==> src/rtl/bru_pkg.sv <==
// bru_pkg: shared encodings for the branch resolve unit.
// Op encoding is 3 bits wide; 3'b111 is reserved and treated as illegal.
package bru_pkg;

    localparam int BRU_OP_W = 3;

    localparam logic [BRU_OP_W-1:0] OP_BEQ  = 3'b000;
    localparam logic [BRU_OP_W-1:0] OP_BNE  = 3'b001;
    localparam logic [BRU_OP_W-1:0] OP_BLT  = 3'b010;
    localparam logic [BRU_OP_W-1:0] OP_BGE  = 3'b011;
    localparam logic [BRU_OP_W-1:0] OP_BLTU = 3'b100;
    localparam logic [BRU_OP_W-1:0] OP_BGEU = 3'b101;
    localparam logic [BRU_OP_W-1:0] OP_JMP  = 3'b110;
    localparam logic [BRU_OP_W-1:0] OP_RSVD = 3'b111;

endpackage

==> src/rtl/branch_compare.sv <==
// branch_compare: combinational condition evaluation for one branch op.
// cond is the raw "taken" decision; the reserved encoding yields cond=0 and
// raises illegal so the pipeline can report it.
module branch_compare
    import bru_pkg::*;
#(
    parameter int DATA_W = 16
) (
    input  logic [BRU_OP_W-1:0] op,
    input  logic [DATA_W-1:0]   a,
    input  logic [DATA_W-1:0]   b,
    output logic                cond,
    output logic                illegal
);

    // Decode the op into a taken condition and an illegal flag.
    always_comb begin
        cond    = 1'b0;
        illegal = 1'b0;
        case (op)
            OP_BEQ:  cond = (a == b);
            OP_BNE:  cond = (a != b);
            OP_BLT:  cond = ($signed(a) <  $signed(b));
            OP_BGE:  cond = ($signed(a) >= $signed(b));
            OP_BLTU: cond = (a <  b);
            OP_BGEU: cond = (a >= b);
            OP_JMP:  cond = 1'b1;
            OP_RSVD: illegal = 1'b1;
            default: illegal = 1'b1;
        endcase
    end

endmodule

==> src/rtl/branch_resolve_unit.sv <==
// branch_resolve_unit: two-stage registered branch/jump resolver.
// Stage 1 captures the compare result and PC/offset; stage 2 forms the
// redirect PC and the mispredict flag. A consumed mispredict raises flush,
// which also squashes the younger op in stage 1 and any op accepted in the
// same cycle. stall freezes everything.
// Optional build macro BRU_STATS_EN adds saturating branch/mispredict counters.
module branch_resolve_unit
    import bru_pkg::*;
#(
    parameter int DATA_W = 16,
    parameter int PC_W   = 16,
    parameter int OFF_W  = 8
) (
    input  logic                clk,
    input  logic                rst,
    input  logic                in_valid,
    output logic                in_ready,
    input  logic [BRU_OP_W-1:0] in_op,
    input  logic [DATA_W-1:0]   in_a,
    input  logic [DATA_W-1:0]   in_b,
    input  logic [PC_W-1:0]     in_pc,
    input  logic [OFF_W-1:0]    in_offset,
    input  logic                in_pred_taken,
    input  logic                stall,
    output logic                out_valid,
    output logic                out_taken,
    output logic [PC_W-1:0]     out_redirect,
    output logic                out_mispredict,
    output logic                out_illegal,
    output logic                flush
`ifdef BRU_STATS_EN
    ,
    output logic [31:0]         stat_branches,
    output logic [31:0]         stat_mispredicts
`endif
);

    localparam int EXT_W = PC_W - OFF_W;

    // Handshake and control
    logic accept_s;
    logic consume_s;
    logic kill_s;

    // Stage 1 inputs from the comparator
    logic            cmp_cond_s;
    logic            cmp_illegal_s;
    logic [PC_W-1:0] off_ext_s;

    // Stage 1 registers
    logic            s1_valid_r;
    logic            s1_cond_r;
    logic            s1_illegal_r;
    logic            s1_pred_r;
    logic [PC_W-1:0] s1_pc_r;
    logic [PC_W-1:0] s1_off_r;

    // Stage 2 next-state values
    logic            s2_load_s;
    logic            s2_taken_s;
    logic            s2_mispredict_s;
    logic [PC_W-1:0] fall_through_s;
    logic [PC_W-1:0] target_s;
    logic [PC_W-1:0] s2_redirect_s;

    // Stage 2 registers (drive the outputs)
    logic            s2_valid_r;
    logic            s2_taken_r;
    logic            s2_mispredict_r;
    logic            s2_illegal_r;
    logic [PC_W-1:0] s2_redirect_r;

    assign in_ready  = ~stall;
    assign accept_s  = in_valid & ~stall;
    assign consume_s = s2_valid_r & ~stall;
    assign flush     = consume_s & s2_mispredict_r;
    assign kill_s    = flush;
    assign off_ext_s = {{EXT_W{in_offset[OFF_W-1]}}, in_offset};
    assign s2_load_s = s1_valid_r & ~kill_s;

    assign out_valid      = s2_valid_r;
    assign out_taken      = s2_taken_r;
    assign out_redirect   = s2_redirect_r;
    assign out_mispredict = s2_mispredict_r;
    assign out_illegal    = s2_illegal_r;

    branch_compare #(
        .DATA_W (DATA_W)
    ) u_compare (
        .op      (in_op),
        .a       (in_a),
        .b       (in_b),
        .cond    (cmp_cond_s),
        .illegal (cmp_illegal_s)
    );

    // Stage 1: capture an accepted op unless a flush kills it this cycle.
    always_ff @(posedge clk) begin
        if (rst) begin
            s1_valid_r   <= 1'b0;
            s1_cond_r    <= 1'b0;
            s1_illegal_r <= 1'b0;
            s1_pred_r    <= 1'b0;
            s1_pc_r      <= {PC_W{1'b0}};
            s1_off_r     <= {PC_W{1'b0}};
        end else if (!stall) begin
            s1_valid_r <= accept_s & ~kill_s;
            if (accept_s) begin
                s1_cond_r    <= cmp_cond_s;
                s1_illegal_r <= cmp_illegal_s;
                s1_pred_r    <= in_pred_taken;
                s1_pc_r      <= in_pc;
                s1_off_r     <= off_ext_s;
            end
        end
    end

    // Stage 2 datapath: fall-through and target both wrap modulo 2^PC_W.
    always_comb begin
        fall_through_s  = s1_pc_r + {{(PC_W-1){1'b0}}, 1'b1};
        target_s        = fall_through_s + s1_off_r;
        s2_taken_s      = s1_cond_r & ~s1_illegal_r;
        s2_mispredict_s = s2_taken_s ^ s1_pred_r;
        if (s2_taken_s) begin
            s2_redirect_s = target_s;
        end else begin
            s2_redirect_s = fall_through_s;
        end
    end

    // Stage 2: register the resolved result; hold everything while stalled.
    always_ff @(posedge clk) begin
        if (rst) begin
            s2_valid_r      <= 1'b0;
            s2_taken_r      <= 1'b0;
            s2_mispredict_r <= 1'b0;
            s2_illegal_r    <= 1'b0;
            s2_redirect_r   <= {PC_W{1'b0}};
        end else if (!stall) begin
            s2_valid_r <= s2_load_s;
            if (s2_load_s) begin
                s2_taken_r      <= s2_taken_s;
                s2_mispredict_r <= s2_mispredict_s;
                s2_illegal_r    <= s1_illegal_r;
                s2_redirect_r   <= s2_redirect_s;
            end
        end
    end

`ifdef BRU_STATS_EN
    logic [31:0] stat_branches_r;
    logic [31:0] stat_mispredicts_r;

    assign stat_branches    = stat_branches_r;
    assign stat_mispredicts = stat_mispredicts_r;

    // Saturating counters of consumed results and consumed mispredicts.
    always_ff @(posedge clk) begin
        if (rst) begin
            stat_branches_r    <= 32'd0;
            stat_mispredicts_r <= 32'd0;
        end else if (consume_s) begin
            if (stat_branches_r != 32'hFFFF_FFFF) begin
                stat_branches_r <= stat_branches_r + 32'd1;
            end
            if (s2_mispredict_r && (stat_mispredicts_r != 32'hFFFF_FFFF)) begin
                stat_mispredicts_r <= stat_mispredicts_r + 32'd1;
            end
        end
    end
`endif

endmodule

==> config.mk <==
export PLATFORM = sky130hd
export DESIGN_NAME = branch_resolve_unit
export DESIGN_NICKNAME = d
export VERILOG_FILES = /design/src/rtl/bru_pkg.sv /design/src/rtl/branch_compare.sv /design/src/rtl/branch_resolve_unit.sv
export SDC_FILE = /design/constraint.sdc
export NUM_CORES = 1
export LEC_CHECK = 0
export CAP_MARGIN = 20
export CORE_ASPECT_RATIO = 0.75
export CORE_MARGIN = 2
export CORE_UTILIZATION = 50
export CTS_CLUSTER_SIZE = 24
export DETAILED_ROUTE_END_ITERATION = 8
export GPL_TIMING_DRIVEN = 0
export PLACE_DENSITY = 0.9
export SLEW_MARGIN = 20
export SYNTH_ARGS = -nofsm -noshare
export SYNTH_HDL_FRONTEND = slang
export SYNTH_SLANG_ARGS = --single-unit
==> constraint.sdc <==
create_clock -name clk -period 3.4 [get_ports clk]
set_input_delay 0.34 -clock clk [delete_from_list [all_inputs] [get_ports clk]]
set_output_delay 0.34 -clock clk [all_outputs]
set_load 0.05 [all_outputs]
==> summary.txt <==
Timing
  – Setup-failing EPs final: 0
  – RSZ-0062 raised after global routing: no
  – Slew Viols, Final: 0
  – Rel. slew slack: 56.37%
  – Setup tns final: 0 ns
  – Final period util: 94.98%
  – Clock skew: 0.005402 ns
  – Final hold vios: 0
  – Worst Tran Pin Value: 0.6545 ns
  – Min cycle time layout: 3.229 ns
  – Fmax: 309.7 MHz

Clocking
  – Clk_lat worst skew: 0.30 ns
  – Deepest clock path buffer count: 2
  – TritonCTS clock tree: yes
  – Hold_buf cts: 0
  – CTS clk-pin slew, worst paths: 0.08 ns
  – # clock sinks: 48
  – Cts bufs inserted: 5
  – CTS root buf: clkbuf_8
  – Htree depth: 2

Global route
  – Initial antenna violation count: 0
  – Global-route usage over all layers: 25.21%
  – Pin count of the biggest net entering global routing: 14
  – First-pass GRT wire length: 14770 um
  – Gr ovfl total: 0
  – Vias in the first global route: 3086

Yosys
  – EDFF count, synth: 0
  – Syn nets: 523
  – Sequential-to-total area share from yosys stat: 28.98%
  – Count leader, synth: nand2_1
  – Adder-cell area share of the yosys netlist: 12.68%
  – Synth Area in XOR/XNOR: 7.094%
  – Synth Instances: 426
  – Mux share of post-synthesis cell area: 0.7547%
  – Synth warnings: 0
  – Synth area leader: dfxtp_1
  – Syn avg cell area: 7.783 sq um
  – Post-synthesis cell type count: 58
  – Simple-Gate Fraction of Synth Area: 22.26%
  – Post-synth top area share: 28.98%
  – Compound-Gate Fraction of Synth Area: 22.87%
  – Cell Area, Synth: 3316 sq um
  – Main synth FF type: dfxtp_1
  – Ranking of synthesized cells by area: dfxtp_1 (29%), ha_1 (12%), nand2_1 (10%), a21oi_1 (6.2%), xnor2_1 (3.7%)
  – Post-synth ARST share: 0%
  – Largest family of logic cells by synthesized area: compound AO/OA/AOI/OAI gates
  – Commonest cells post-synth: nand2_1 (89), dfxtp_1 (48), a21oi_1 (41), ha_1 (32), nor2_1 (30)
  – Seq cells post-synth: 48

Setup path
  – Critical path cell sequence: ha_2, and3_1, and3_4, nand3_2, nor2_2, xor2_1, ha_1, and4_1, and3_1, o211ai_1, nand3_1, xor2_1, a2111o_1, nand3_1
  – Crit path largest cell delay: 0.45 ns
  – CP startpoint: s1_pc_r[0]
  – Data arrival, critical path: 3.47 ns
  – Critical Path End Type: flip-flop
  – CP Launch Type: flip-flop
  – CP Class: flip-flop to flip-flop
  – Critical Path RT: 3.64 ns
  – Largest delay share family, worst path: simple AND/OR/NAND/NOR gates
  – FF-to-FF Start: s1_pc_r[0]
  – WP buf/inv: 0
  – CP Max Fanout: 6
  – Crit path max-delay cell type: a2111o_1
  – Register-to-Register Setup Slack: 0.17 ns

Die
  – Die area: 7306 sq um
  – DIE WIDTH: 98.03 um
  – Row count: 25
  – Initial core utilization: 52.22%
  – Core Region: 6350 sq um
  – Number of placed I/O pins: 86
  – Die height: 74.53 um

Placed design
  – Placed cells: 591
  – Routability congestion estimate from global placement: 0.9433
  – IO Port Bufs: 84
  – Placed Instance Area: 4258 sq um
  – DP HPWL: 7587 um

Drt
  – Via Count: 3399
  – WL final: 9329 um
  – Routed wire per std cell: 15.55 um
  – Vias/cell: 5.665
  – DRT iter0 DRCs: 282
  – Detail Route Antenna Nets: 0
  – 1st-pass router iterations: 5
  – # DRC: 0

Min path
  – Hold Path Origin: rst
  – Worst Hold Class: input pin to flip-flop

Layout
  – Non-Filler Instances: 600
  – Area growth, synth to finish: 32.30%
  – Finished Cell Area: 4387 sq um
  – Share of cells above drive strength 1: 6.744%
  – Diode count: 0
  – Final net count: 616

Flow run
  – Max Cap Viol: 0

Pwr
  – Pwr dens: 285.7 nW/um^2
  – Power Total: 1.253 mW
  – Leakage: 1.786 nW
  – Peak VDD IR: 0.0001942 V

Run status
  – Status: complete, no violations
through the flow:
step / hold WS (ns) / setup slack, ns / utilization (%)
2_1_floorplan: 0.4363 / 0.4240 / -
3_3_place_gp: 0.4407 / -0.08644 / 67.05
3_5_place_dp: 0.4466 / -0.1264 / 67.05
4_1_cts: 0.3684 / 0.004678 / 68.37
5_1_grt: 0.4108 / 0.02327 / 69.08
6_report: 0.3721 / 0.1707 / 69.08
timing repair:
action	in CTS	in global routing
setup buffers	0	2
setup endpoints to repair	3	5
hold endpoints to repair	0	0
pin swaps	0	2
resized for setup	2	9
power by group:
group	internal, mW	total (mW)	switching (mW)
combinational	0.156	0.327	0.171
clock	0.140	0.321	0.181
sequential	0.583	0.605	0.0215
flip-flops by register name, summed over array words and instances, names as in the netlist:
name,flops
out_illegal,1
out_mispredict,1
out_redirect,16
out_taken,1
out_valid,1
s1_cond_r,1
s1_illegal_r,1
s1_off_r,8
s1_pc_r,16
s1_pred_r,1
s1_valid_r,1
per-layer routing:
layer	up-vias	global-route usage [%]	routed length, um
met5	-	0	0
met4	0	4.167	29
met3	4	4.511	714
met2	148	42.62	4217
met1	1556	34.79	4368
li1	1691	-	-
cells by family after synthesis:
group / count (synthesis)
DFF: 48
buffers and inverters: 40
muxes: 2
xor gates and xnor gates: 26
AOI/OAI and AO/OA: 112
adders and majority gates: 33
and+or+nand+nor: 165
worst reg2reg max path: stages (launching register included):
cell and delay [ns]:
dfxtp_4 0.41, ha_2 0.20, and3_1 0.20, and3_4 0.22, nand3_2 0.13, nor2_2 0.14, xor2_1 0.21, ha_1 0.32
and4_1 0.24, and3_1 0.19, o211ai_1 0.10, nand3_1 0.11, xor2_1 0.19, a2111o_1 0.45, nand3_1 0.07
layout by cell type, fill, tap and decap left out, types with 3 or more instances in the layout:
master	instances
dfxtp_1	46
a211oi_1	12
nor3_1	7
nor2b_1	4
ha_1	31
nor2_1	29
o21a_1	3
clkbuf_8	7
nand4_1	7
a311oi_1	6
a22oi_1	3
xnor2_1	13
xor2_1	11
nand2_1	89
inv_1	23
o211ai_1	8
clkdlybuf4s50_1	84
and3_1	9
a21oi_1	40
clkbuf_1	14
o21bai_1	4
o21ai_0	12
nand3_1	5
area by class of cell:
type / count / area (sq um)
clock buffers: 6 / 72.57
well taps: 81 / 101.3
flip-flops and latches: 48 / 965.9
plain buffers: 17 / 91.34
multi-input cells: 338 / 2208
clock inverters: 1 / 5.005
inverters: 23 / 86.33
fillers: 518 / 1963
repair buffers: 86 / 855.8
worst paths after layout:
check / to / cells after the start
min: out_redirect[15] / 3
max: out_redirect[15] / 14
min reg2reg: out_illegal / 2
max reg2reg: out_redirect[15] / 14
Note: power is estimated with default switching activity, not from simulation.
